## src/rtl/somador_if.sv

```systemverilog
// ----------------------------------------------------------------------------
// somador_if
// Operand/result bundle for the registered adder.
//   entrada1, entrada2 : operands A and B (unsigned or two's complement)
//   resultado          : registered A+B, modulo 2^WIDTH
//   carry              : registered carry-out of bit WIDTH-1
//   overflow           : registered signed overflow
//   zero               : high when the registered resultado is zero
// Modports: master drives the operands and reads the results;
// slave (the adder) reads the operands and drives the results.
// ----------------------------------------------------------------------------
interface somador_if #(
    parameter int WIDTH = 32
);
    logic [WIDTH-1:0] entrada1;
    logic [WIDTH-1:0] entrada2;
    logic [WIDTH-1:0] resultado;
    logic             carry;
    logic             overflow;
    logic             zero;

    modport master (
        output entrada1, entrada2,
        input  resultado, carry, overflow, zero
    );

    modport slave (
        input  entrada1, entrada2,
        output resultado, carry, overflow, zero
    );
endinterface

```

## src/rtl/somador.sv

```systemverilog
// ----------------------------------------------------------------------------
// somador
// Registered two-operand integer adder with carry, signed-overflow and zero
// flags. One result per cycle, one cycle of latency, no handshake.
//   clock   : system clock, state updates on the rising edge
//   reset_n : asynchronous active-low reset; forces resultado=0, carry=0,
//             overflow=0, zero=1 immediately
//   bus     : somador_if slave modport (operands in, registered results out)
// WIDTH must be at least 2.
// ----------------------------------------------------------------------------
module somador #(
    parameter int WIDTH = 32
) (
    input  logic      clock,
    input  logic      reset_n,
    somador_if.slave  bus
);
    logic [WIDTH:0]   sum_d;
    logic             ovf_d;
    logic [WIDTH-1:0] res_q;
    logic             carry_q;
    logic             ovf_q;

    // Full WIDTH+1 bit sum; the top bit is the unsigned carry-out.
    assign sum_d = {1'b0, bus.entrada1} + {1'b0, bus.entrada2};

    // Signed overflow: operands agree in sign but the sum's sign differs.
    assign ovf_d = (bus.entrada1[WIDTH-1] == bus.entrada2[WIDTH-1]) &&
                   (sum_d[WIDTH-1] != bus.entrada1[WIDTH-1]);

    always_ff @(posedge clock or negedge reset_n) begin
        if (!reset_n) begin
            res_q   <= '0;
            carry_q <= 1'b0;
            ovf_q   <= 1'b0;
        end else begin
            res_q   <= sum_d[WIDTH-1:0];
            carry_q <= sum_d[WIDTH];
            ovf_q   <= ovf_d;
        end
    end

    assign bus.resultado = res_q;
    assign bus.carry     = carry_q;
    assign bus.overflow  = ovf_q;
    // Decoded from the register, so it reads 1 in reset and never sees the
    // live operands.
    assign bus.zero      = (res_q == '0);
endmodule

```

## src/flat_wrapper.sv

```systemverilog
// flat-port wrapper written by rule: the top's interface ports become plain ports
module somador_flat 
#(
    parameter int WIDTH = 32
)
  (clock, reset_n, bus_entrada1, bus_entrada2, bus_resultado, bus_carry, bus_overflow, bus_zero);
  somador_if #(.WIDTH(WIDTH)) bus_i ();
  input  logic clock;
  input  logic reset_n;
  input wire logic [$bits(bus_i.entrada1)-1:0] bus_entrada1;
  input wire logic [$bits(bus_i.entrada2)-1:0] bus_entrada2;
  output wire logic [$bits(bus_i.resultado)-1:0] bus_resultado;
  output wire logic [$bits(bus_i.carry)-1:0] bus_carry;
  output wire logic [$bits(bus_i.overflow)-1:0] bus_overflow;
  output wire logic [$bits(bus_i.zero)-1:0] bus_zero;
  assign bus_i.entrada1 = bus_entrada1;
  assign bus_i.entrada2 = bus_entrada2;
  assign bus_resultado = bus_i.resultado;
  assign bus_carry = bus_i.carry;
  assign bus_overflow = bus_i.overflow;
  assign bus_zero = bus_i.zero;
  somador #(.WIDTH(WIDTH)) u_core (.clock(clock), .reset_n(reset_n), .bus(bus_i));
endmodule
```

## config.mk

```make
export PLATFORM = sky130hd
export DESIGN_NAME = somador_flat
export DESIGN_NICKNAME = d
export VERILOG_FILES = /design/src/rtl/somador_if.sv /design/src/rtl/somador.sv /design/src/flat_wrapper.sv
export SDC_FILE = /design/constraint.sdc
export NUM_CORES = 1
export LEC_CHECK = 0
export ABC_AREA = 1
export ABC_CLOCK_PERIOD_IN_PS = 2600
export BUFFER_PORTS_ARGS = -buffer_cell sky130_fd_sc_hd__buf_2
export CAP_MARGIN = 20
export CORE_MARGIN = 5
export CORE_UTILIZATION = 35
export CTS_CLUSTER_DIAMETER = 200
export CTS_CLUSTER_SIZE = 20
export DETAILED_ROUTE_END_ITERATION = 10
export GPL_TIMING_DRIVEN = 0
export PLACE_DENSITY = 0.69
export SYNTH_ARGS = -nofsm -noshare
export SYNTH_HDL_FRONTEND = slang
export SYNTH_SLANG_ARGS = --single-unit
```

## constraint.sdc

```tcl
create_clock -name clock -period 2.6 [get_ports clock]
set_clock_uncertainty 0.05 [all_clocks]
set_input_delay 0.78 -clock clock [delete_from_list [all_inputs] [get_ports clock]]
set_output_delay 0.78 -clock clock [all_outputs]
set_load 0.005 [all_outputs]
```

==> out/summary.md, run 1 <==
The signed area change from the synthesized netlist to the final layout works out to 23.1%. The most critical setup path has its startpoint at bus_entrada2[0]. The first global-routing pass estimated 14,300 microns of wire.

The tools report the core area as 8680 sq um. The most common cell type on the critical path was sky130_fd_sc_hd__nand2_1. The root buffer cell chosen for the clock tree is sky130_fd_sc_hd__clkbuf_8. The flow ran to the end, and the final reports show no timing, DRC or antenna violations. Using the TritonRoute via totals, the vias-per-cell ratio works out to 4.82. The tools report the timing-limited maximum frequency as 0.440 GHz. The proportion of synthesized flip-flops having asynchronous set or reset was 1.00. The share of the clock period used by the worst path works out to 0.873. For the pin with the worst max-slew slack, the measured transition is 0.688 ns. For the worst setup path, the data required time is 2.71 ns. After detailed routing, the average wire length per cell comes to 12.7 microns.

For this design the top-level I/O count stands at 101. After floorplanning, the core was divided into 34 placement rows. Power spread over the standard cell area amounts to 462 nW/um^2. The detailed-placement wirelength estimate was 7870 microns. For the initial antenna violation count, the log shows 0. The slack of the critical path came out at 0.329 ns. For this run the aggregate overflow at the end of global routing stands at 0.

Port buffering added 100 buffers. The logs give 194 uV for the maximum resistive drop on vdd and 0 for the final-report hold violation count. The final weighted congestion in routability-driven placement was 0.878; the combined area of the multi-input logic cells was 2010 sq um.

Counting the fill cells in the layout gives 953. The Yosys step of the flow raised 0 warnings. The overall global routing resource usage came out at 0.159. The worst-path cell with the longest stage delay is sky130_fd_sc_hd__fa_1. For this run, design rule violations remaining after detail routing come to 0. The path length in cells of the critical path is 13, and the horizontal extent of the die is 104 microns.

The tightest min-delay check is of the input port to asynchronous set/reset pin type. Arrival time of data at the critical path endpoint: 2.38 ns. Number of enable-type register cells in the synthesized netlist: 0. The worst setup path is launched from an input port.

The run gives 3110 sq um as the total standard cell area after synthesis. The logs give 0 for the final count of negative-setup-slack endpoints and 0 for the count of hold-fix buffers inserted at cts. The run gives 3,169 as the number of global-route vias before repair. The die is 104 microns tall. Setup repair after global routing left no endpoint under its margin. The via count of the routed design is 3,299. The effective utilization at floorplan came out at 0.358. The utilization of the core after routing was 0.441; the number of flip-flops and latches in the synthesized netlist was 34.

The largest incremental delay on the critical path came out at 0.45 ns. Fraction of final layout cells with drive strength greater than 1: 0.210. For the finished layout, the period the worst path requires is 2.27 ns. Prior to clock tree synthesis, the placed netlist has a worst setup slack of 0.0442 ns. In this run the remaining antenna-violating nets after routing total 0. The tools report the tightest hold margin as 0.494 ns. The termination of the worst setup path is u_core.bus.resultado[26]$_DFF_PN0_. The clock buffer count from CTS came out at 5.

The number of cells upsized or downsized after cts was 0; the sum of negative setup slack was 0 ns. For the CTS H-tree depth, the log shows 2. The number of max-slew violations in the final report came out at 0. Gate family responsible for the most delay along the worst path: simple AND/OR/NAND/NOR gates. TritonCTS built the clock tree. The critical path goes through buf_2 -> ha_1 -> fa_1 -> nand3_1 -> nand2_2 -> nand2_2 -> nand2_2 -> nand2_1 -> nand2_1 -> nand2_1 -> nand3b_1 -> nand2_1 -> nand2_1. The run gives 0 as the count of antenna diodes in the layout. STA classifies the critical path endpoint as a flip-flop. The violation count after the first detailed-routing iteration is 116. After clock tree synthesis, the setup repair step added 0 buffers.

The maximum number of pins on one net before global-route repair is 35, and the static power due to leakage is 2.15 nW. The full die area was 10,900 sq um. The clock drives 34 sinks. Counting every instance in the synthesized netlist gives 471. Buffers plus inverters on the worst setup path: 1. Flip-flop cell with the highest count after synthesis: sky130_fd_sc_hd__dfrtp_1. The max-cap check violation count was 0; the share of synthesized area occupied by flip-flops and latches was 0.274. The run gives 0.541 as the worst slew margin relative to its limit. The type of the worst setup path is input port to flip-flop. The number of nets in the synthesized netlist is 570. The maximum fanout along the worst path works out to 4. The detailed-router iteration count before antenna repair was 4. At the end of the flow, the number of nets in the layout was 677. Summed over all layers, the routed wires come to 8700 microns. The post-route total power was 0.00177 W.

The maximum root-to-sink buffer count was 2; the area taken by flip-flops and latches was 851 sq um. The clock edge transition at the registers on the reported setup and hold paths is 0.06 ns. The number of different library cells used by synthesis comes to 21. The average cell area after synthesis was 6.60 sq um.
[flip-flops by register name, summed over array words and instances, names as in the netlist]
name / flops
u_core.bus.overflow: 1
u_core.bus.resultado: 32
u_core.bus.carry: 1
[per-layer routing]
metal	track usage	wire, microns	part of all wire
met2	0.254	3880	0.45
met3	0.0304	619	0.071
met5	0	0	0
met1	0.220	4080	0.47
met4	0.0416	112	0.013
[synth_stat cells, types with 3 or more instances]
library cell | n | share of area
sky130_fd_sc_hd__a21oi_1 | 33 | 0.053
sky130_fd_sc_hd__dfrtp_1 | 34 | 0.27
sky130_fd_sc_hd__ha_1 | 32 | 0.13
sky130_fd_sc_hd__inv_1 | 64 | 0.077
sky130_fd_sc_hd__nand2_1 | 150 | 0.18
sky130_fd_sc_hd__nand2_2 | 13 | 0.026
sky130_fd_sc_hd__nand3_1 | 23 | 0.037
sky130_fd_sc_hd__nand4_1 | 8 | 0.016
sky130_fd_sc_hd__nor2_1 | 51 | 0.062
sky130_fd_sc_hd__nor3_1 | 6 | 0.0097
sky130_fd_sc_hd__nor4_1 | 9 | 0.018
sky130_fd_sc_hd__o21a_1 | 3 | 0.0072
sky130_fd_sc_hd__o21ai_0 | 12 | 0.019
sky130_fd_sc_hd__o21bai_1 | 5 | 0.012
sky130_fd_sc_hd__xor2_1 | 20 | 0.056
[through the flow]
step | std cells | cell area (sq um)
after floorplan | 471 | 3110
after global placement | 679 | 3740
after detailed placement | 679 | 3740
after CTS | 685 | 3830
after global routing | 685 | 3830
final | 685 | 3830
[where the power goes]
part | leakage (nW) | switching (W) | total (W) | internal [W]
Combinational | 1.70 | 0.000435 | 0.000724 | 0.000289
Clock | 0.0431 | 0.000157 | 0.000361 | 0.000204
Sequential | 0.401 | 0.0000497 | 0.000683 | 0.000634
[cell usage in the layout, fill, tap and decap left out]
master	Yosys	routed
sky130_fd_sc_hd__buf_2	0	100
sky130_fd_sc_hd__dfrtp_1	34	34
sky130_fd_sc_hd__nor3_2	1	1
sky130_fd_sc_hd__nand2_1	150	150
sky130_fd_sc_hd__inv_1	64	64
sky130_fd_sc_hd__nand2_2	13	13
sky130_fd_sc_hd__nor3_1	6	6
sky130_fd_sc_hd__nand4_1	8	8
sky130_fd_sc_hd__o21bai_1	5	5
sky130_fd_sc_hd__a21oi_1	33	33
sky130_fd_sc_hd__nor2_1	51	51
sky130_fd_sc_hd__nand3b_1	2	2
sky130_fd_sc_hd__nor2_2	1	1
sky130_fd_sc_hd__a21o_1	2	2
sky130_fd_sc_hd__fa_1	1	1
sky130_fd_sc_hd__nor4_1	9	9
sky130_fd_sc_hd__nand3_1	23	23
sky130_fd_sc_hd__xor2_1	20	20
sky130_fd_sc_hd__clkbuf_8	0	6
sky130_fd_sc_hd__o21a_1	3	3
sky130_fd_sc_hd__o21ai_0	12	12
sky130_fd_sc_hd__clkinv_1	1	1
sky130_fd_sc_hd__ha_1	32	32
[layout make-up]
class | count | area share
timing repair buffer | 100 | 0.131
sequential | 34 | 0.222
tap | 108 | 0.0353
multi-input combinational | 372 | 0.526
inverter | 65 | 0.0637
clock buffer | 6 | 0.0216
[kinds of logic (layout without fill, tap and decap cells)]
group / count (synthesis) / count (layout) / share of synthesized area
AO/OA/AOI/OAI: 55 / 55 / 0.0966
XOR/XNOR: 20 / 20 / 0.0563
adder cells (fa/ha/maj): 33 / 33 / 0.135
buffers and inverters: 65 / 171 / 0.0785
flip-flops: 34 / 34 / 0.274
AND/OR/NAND/NOR: 264 / 264 / 0.360
[how the worst min path moves through the flow]
| stage | slack (ns) | cells after the start | start | to |
|---|---|---|---|---|
| after global placement | 0.81 | 1 | reset_n | u_core.bus.resultado[1]$_DFF_PN0_ |
| after detailed placement | 0.81 | 1 | reset_n | u_core.bus.resultado[1]$_DFF_PN0_ |
| after floorplan | 0.43 | 0 | reset_n | u_core.bus.carry$_DFF_PN0_ |
| after global routing | 0.55 | 1 | reset_n | u_core.bus.resultado[1]$_DFF_PN0_ |
| after CTS | 0.51 | 1 | reset_n | u_core.bus.resultado[5]$_DFF_PN0_ |
| final | 0.49 | 1 | reset_n | u_core.bus.resultado[0]$_DFF_PN0_ |
Note: power is estimated with default switching activity, not from simulation.
==> run 2, diff against run 1 <==
--- a/config.mk
+++ b/config.mk
@@ -8,7 +8,8 @@
 export ABC_AREA = 1
 export ABC_CLOCK_PERIOD_IN_PS = 2600
 export BUFFER_PORTS_ARGS = -buffer_cell sky130_fd_sc_hd__buf_2
-export CAP_MARGIN = 20
+export CAP_MARGIN = 10
+export CORE_ASPECT_RATIO = 1.1
 export CORE_MARGIN = 5
 export CORE_UTILIZATION = 35
 export CTS_CLUSTER_DIAMETER = 200
==> run 2 against run 1 <==
Sequential share of layout area fell by 0.094 points. Global-route usage is 0.18 points higher. Count of clock-buffer cells in the layout up 1. Worst setup slack lost 0.010 ns. Largest power group unchanged. Non-clock buffer count unchanged. Total power increased by 0.55%.
==> out/summary.md, run 2 (same netlist as run 1, synthesis figures left out) <==
The run finished with clean final reports. The logs give 0 for the count of hold-fix buffers inserted at cts and 0 for the final count of negative-setup-slack endpoints. The effective utilization at floorplan came out at 0.354. The run gives 0.879 as the final weighted congestion in routability-driven placement. In the final timing run, aggregate negative setup slack is 0 ns.

Tracing the worst setup path back leads to its startpoint at bus_entrada2[0]. By startpoint and endpoint, the worst setup path is classified as input port to flip-flop. The first global-routing pass estimated 14,200 microns of wire. The share of the clock period used by the worst path came out at 0.877. The quantity of I/O buffers inserted on ports was 100. Relative to the synthesized area, the layout overhead comes to 23.6%. The buffers plus inverters on the worst setup path works out to 1. The fraction of final layout cells with drive strength greater than 1 came out at 0.211. Pin placement for this block handled 101 I/O pins. The tools report the CTS root buffer as sky130_fd_sc_hd__clkbuf_8. The run gives 0.438 GHz as the timing-limited maximum frequency. After layout, the design draws a total of 0.00178 W. Clock tree synthesis inserted a total of 5 buffers.

The worst setup path is captured at a flip-flop. The final instance area is 3840 sq um. Summed over all layers, the global routing overflow is 0. The worst setup path is launched from an input port. Summed over all cells, the static leakage comes to 2.15 nW. The internal portion of the total power is 0.00114 W. The worst endpoint required time is 2.70 ns, and the remaining routing DRC violations is 0. The total area inside the core boundary comes to 8780 sq um. The horizontal extent of the die works out to 99.9 microns.

The number of buffers inserted by post-CTS setup repair came out at 0. The tightest min-delay check is of the input port to asynchronous set/reset pin type. Clock-pin slew was measured on the worst setup and hold paths at 0.06 ns. The worst slew margin relative to its limit is 0.529.

The die is 109 microns tall. Entering global routing, the biggest net connects 35 pins. After filler insertion, the fill cell instance count of the layout stands at 956. CTS saw 34 sinks. The H-tree was split into 2 levels. Initial antenna violation count: 0. The count of nets left with antenna violations once routing finished came out at 0.

On the critical path the largest part of the delay comes from simple AND/OR/NAND/NOR gates. In the layout the commonest cells are sky130_fd_sc_hd__nand2_1, sky130_fd_sc_hd__buf_2, sky130_fd_sc_hd__inv_1, sky130_fd_sc_hd__nor2_1, sky130_fd_sc_hd__dfrtp_1. For the worst setup path, the data arrival time is 2.38 ns. The analysis attributes to net switching a power of 0.000642 W. The worst-case IR drop observed on VDD is 259 uV. The row count is 36. The die covers 10,900 sq um.

The fraction of power consumed by sequential logic is 0.386. The flip-flop count of the largest register after layout is 32, and the maximum fanout along the worst path is 4. After detailed routing, the average wire length per cell comes to 12.5 microns.

Power spread over the standard cell area amounts to 463 nW/um^2. The final-report hold violation count is 0. Once placement finished, the instance area stood at 3750 sq um. The switching portion of total power came out at 0.361. The portion of total power attributed to combinational logic was 0.405. In the final design database the tool counted 677 nets.

Number of max-slew violations in the final report: 0. 0 antenna diodes ended up in the layout. Setup repair after global routing left no endpoint under its margin. The maximum root-to-sink buffer count was 2. The number of global-route vias before repair came out at 3,180. For the pin with the worst max-slew slack, the measured transition is 0.706 ns.

The largest incremental delay on the critical path was 0.44 ns; the detailed-placement wirelength estimate was 7890 microns. The via count of the routed design came out at 3,244. TritonCTS built the clock tree. The first detailed-routing pass took 5 iterations.

The time the worst path needs with I/O delays and setup was 2.28 ns; the total wire length was 8680 microns. The signal on the critical path passes through buf_2 -> ha_1 -> fa_1 -> nand3_1 -> nand2_2 -> nand2_1 -> nand2_2 -> nand2_1 -> nand2_2 -> nand2_1 -> nand2_1 -> nand2_1 -> nand2_1. On the critical path, the stage with the largest delay is an instance of sky130_fd_sc_hd__fa_1.

The most numerous cell type found on the critical path is sky130_fd_sc_hd__nand2_1. The library cell used most frequently in the layout, excluding fill and tap cells, is sky130_fd_sc_hd__nand2_1. For this block, the initial DRC count from the detailed router was 173. Overall global routing resource usage: 0.161. Relative contribution of the clock network to total power: 0.209. After detailed routing, the number of vias per cell comes to 4.68. The number of cells upsized or downsized after cts came out at 0.

Max-cap check violation count: 0.
-- run 2: cell type report --
type / instances / area (sq um) / area share
sequential: 34 / 851 / 0.221
timing repair buffer: 100 / 500 / 0.130
clock buffer: 7 / 86.3 / 0.0225
multi-input combinational: 372 / 2010 / 0.524
inverter: 65 / 244 / 0.0635
tap: 114 / 143 / 0.0371
clock inverter: 1 / 5.00 / 0.00130
-- run 2: metal layers --
layer	track usage	share of wire	vias up
li1	-	-	1731
met1	0.207	0.46	1431
met2	0.288	0.48	78
met5	0	0	-
met4	0.0439	0.0082	0
met3	0.0141	0.059	4
-- run 2: power by group through the flow --
stage / clock network, W / logic [W] / registers [W]
floorplan: 0 / 0.000411 / 0.000705
global placement: 0 / 0.000722 / 0.000694
detailed placement: 0 / 0.000725 / 0.000699
CTS: 0.000387 / 0.000727 / 0.000689
global route: 0.000403 / 0.000819 / 0.000701
finish: 0.000372 / 0.000720 / 0.000686
-- run 2: through the flow --
step,cells,util,hold WS [ns],worst slack [ns]
after floorplan,471,-,0.434,0.353
after global placement,685,0.427,0.807,0.0684
after detailed placement,685,0.427,0.812,0.0409
after CTS,693,0.438,0.516,0.216
after global routing,693,0.438,0.575,0.122
final,693,0.438,0.511,0.319
-- run 2: worst max-delay path by stage --
stage          cells past startpoint  slack, ns                                  to
2_1_floorplan                     12       0.35  u_core.bus.resultado[26]$_DFF_PN0_
3_3_place_gp                      13       0.07  u_core.bus.resultado[26]$_DFF_PN0_
3_5_place_dp                      13       0.04  u_core.bus.resultado[26]$_DFF_PN0_
4_1_cts                            4       0.22                            bus_zero
5_1_grt                           13       0.12  u_core.bus.resultado[26]$_DFF_PN0_
6_report                          13       0.32  u_core.bus.resultado[16]$_DFF_PN0_
==> run 3, diff against run 2 <==
--- a/config.mk
+++ b/config.mk
@@ -6,17 +6,17 @@
 export NUM_CORES = 1
 export LEC_CHECK = 0
 export ABC_AREA = 1
-export ABC_CLOCK_PERIOD_IN_PS = 2600
+export ABC_CLOCK_PERIOD_IN_PS = 2400
 export BUFFER_PORTS_ARGS = -buffer_cell sky130_fd_sc_hd__buf_2
 export CAP_MARGIN = 10
 export CORE_ASPECT_RATIO = 1.1
 export CORE_MARGIN = 5
-export CORE_UTILIZATION = 35
+export CORE_UTILIZATION = 52
 export CTS_CLUSTER_DIAMETER = 200
 export CTS_CLUSTER_SIZE = 20
 export DETAILED_ROUTE_END_ITERATION = 10
 export GPL_TIMING_DRIVEN = 0
-export PLACE_DENSITY = 0.69
+export PLACE_DENSITY = 0.92
 export SYNTH_ARGS = -nofsm -noshare
 export SYNTH_HDL_FRONTEND = slang
 export SYNTH_SLANG_ARGS = --single-unit
==> constraint.sdc (replaced) <==
create_clock -name clock -period 2.4 [get_ports clock]
set_clock_uncertainty 0.05 [all_clocks]
set_input_delay 0.72 -clock clock [delete_from_list [all_inputs] [get_ports clock]]
set_output_delay 0.72 -clock clock [all_outputs]
set_load 0.005 [all_outputs]
==> run 3 against run 2 <==
Final cell count fell by 5.3%. Largest cell class unchanged. Count of clock-buffer cells in the layout did not move. Critical path depth did not move. Die area fell by 30%. Largest power group unchanged. Global-route usage rose by 7.7 points. Total power rose by 10%. Sequential power rose by 8.5%. Sequential share of layout area rose by 0.27 points. First-iteration DRC count rose by 39%. Sequential cell count did not move. Worst setup slack got worse by 0.19 ns. Core utilization rose by 22 points.
==> out/summary.md, run 3 (same netlist as run 1, synthesis figures left out) <==
The path category of the worst min-delay check is input port to asynchronous set/reset pin. At the pin with the least slew margin, the transition time is 0.676 ns. The final-report hold violation count was 0. Summed over all layers, the routed wires come to 8900 microns. The run gives 3,379 as the number of global-route vias before repair.

The largest single stage delay on the critical path is 0.46 ns. The quantity of I/O buffers inserted on ports is 100. Setup total negative slack on the finished layout was measured at 0 ns.

The power density of the placed cells is 516 nW/um^2. In this run the number of H-tree levels came out at 2. The tools report the overall global routing resource usage as 0.238.

The maximum number of pins on one net before global-route repair came out at 35. The path length in cells of the critical path is 13, and the clock buffer count from CTS is 5. The number of max-slew violations in the final report was 0; the remaining antenna violation count after routing was 0. The register with the most flip-flops in the layout has 32 of them. The critical path endpoint category was a flip-flop. Walking the worst path, the cells encountered are buf_2 -> ha_1 -> fa_1 -> nand3_1 -> nand2_2 -> nand2_2 -> nand2_2 -> nand3_1 -> nand2_2 -> nand2_1 -> nand2_1 -> nand2_1 -> nand2_1. The effective utilization at floorplan is 0.536, and the via count of the routed design is 3,384.

The tools report the initial antenna violation count as 0. The finished cells cover 3800 sq um. In this run, the number of DRC markers left after iteration 0 of detailed routing was 241. Timing would allow up to 0.440 GHz.

After detailed routing, the number of vias per cell comes to 5.16. The total area inside the core boundary comes to 5810 sq um. The run gives 335 uV as the maximum resistive drop on vdd. The die covers 7630 sq um. The layout has 553 filler cells. The setup path with the least slack is of type input port to flip-flop. The horizontal extent of the die was 83.7 microns; the utilization of the core after routing was 0.654. Total power for the finished layout comes to 0.00196 W. After detailed routing, the average wire length per cell comes to 13.6 microns. Leaving out fill and tap cells, the most frequent cell in the layout is sky130_fd_sc_hd__nand2_1. In this run the deepest clock path goes through 2 buffers. For this run, the post-layout net count is 677.

The fraction of final layout cells with drive strength greater than 1 came out at 0.211. The element type at the critical path start is an input port. 101 I/O pins were placed.

The first global-routing pass estimated 14,800 microns of wire. The die is 91.1 microns tall. In this run the static leakage power is 2.15 nW. Placed standard-cell area: 3710 sq um. For this run, the detailed router's first-pass iteration total came to 4. Across the run, the number of max-cap violations was 0.

The gate family responsible for the most delay along the worst path was simple AND/OR/NAND/NOR gates. The tree built by TritonCTS fans out to 34 sinks. At the end of routability-driven placement, the weighted congestion stood at 0.944. Data on the critical path arrives at its endpoint at 2.39 ns.

The floorplan has 29 rows. The leftover overflow at the end of global routing was 0; the maximum fanout along the worst path was 4. The tools report the CTS root buffer as sky130_fd_sc_hd__clkbuf_8. The worst-path cell with the longest stage delay is sky130_fd_sc_hd__fa_1. Summed over all nets, the half-perimeter wirelength after detailed placement is 7890 microns. The clock edge transition at the registers on the reported setup and hold paths came out at 0.06 ns.

Setup repair after global routing left no endpoint under its margin. For the worst setup path, the data required time is 2.52 ns. Setup violations remaining at the end of the flow were counted as 0. The worst slew margin relative to its limit was 0.549. 0 antenna diodes ended up in the layout. TritonCTS built the clock tree. The buffers plus inverters on the worst setup path works out to 1. The top cell types in the final layout, fill and taps aside, are sky130_fd_sc_hd__nand2_1, sky130_fd_sc_hd__buf_2, sky130_fd_sc_hd__inv_1, sky130_fd_sc_hd__nor2_1, sky130_fd_sc_hd__dfrtp_1. In the routed design, unresolved DRC markers number 0. The share of the clock period used by the worst path works out to 0.947.

The tools report the number of cells upsized or downsized after cts as 0. Once the clock tree was built, the setup fixing pass inserted 0 buffers. The worst path in the final design needs a cycle of 2.27 ns, including I/O delays and setup. The signed area change from the synthesized netlist to the final layout was 22.1%.

Hold repair after CTS inserted 0 buffers. The flow ran to the end, and the final reports show no timing, DRC or antenna violations. Hold is met by 0.419 ns.
## run 3: where the power goes
group	internal (W)	leakage (nW)	switching [W]	total [W]
clock network	0.000231	0.0482	0.000190	0.000421
logic	0.000315	1.70	0.000478	0.000793
registers	0.000686	0.401	0.0000571	0.000744
total	0.00123	2.15	0.000726	0.00196
## run 3: area by class of cell
type / count / area [sq um] / area share
repair buffers: 100 / 500 / 0.132
inverters: 65 / 244 / 0.0643
flip-flops and latches: 34 / 851 / 0.224
clock inverters: 1 / 5.00 / 0.00132
multi-input cells: 372 / 2010 / 0.530
clock buffers: 7 / 86.3 / 0.0227
well taps: 77 / 96.3 / 0.0254
## run 3: per-layer routing
metal / global-route usage / vias up / part of all wire
met5: 0 / - / 0
met4: 0.102 / 0 / 0.022
met3: 0.0344 / 18 / 0.078
met2: 0.411 / 117 / 0.48
met1: 0.295 / 1525 / 0.42
li1: - / 1724 / -
## run 3: stage by stage
stage / cells / setup WS, ns
2_1_floorplan: 471 / 0.213
3_3_place_gp: 648 / -0.0587
3_5_place_dp: 648 / -0.143
4_1_cts: 656 / 0.123
5_1_grt: 656 / 0.0279
6_report: 656 / 0.127
## run 3: worst max path at each step
stage | from | end
6_report | bus_entrada2[0] | u_core.bus.resultado[30]$_DFF_PN0_
5_1_grt | bus_entrada2[0] | u_core.bus.resultado[26]$_DFF_PN0_
4_1_cts | u_core.bus.resultado[24]$_DFF_PN0_ | bus_zero
3_5_place_dp | bus_entrada2[0] | u_core.bus.resultado[30]$_DFF_PN0_
3_3_place_gp | bus_entrada2[0] | u_core.bus.resultado[26]$_DFF_PN0_
2_1_floorplan | bus_entrada2[0] | u_core.bus.resultado[26]$_DFF_PN0_
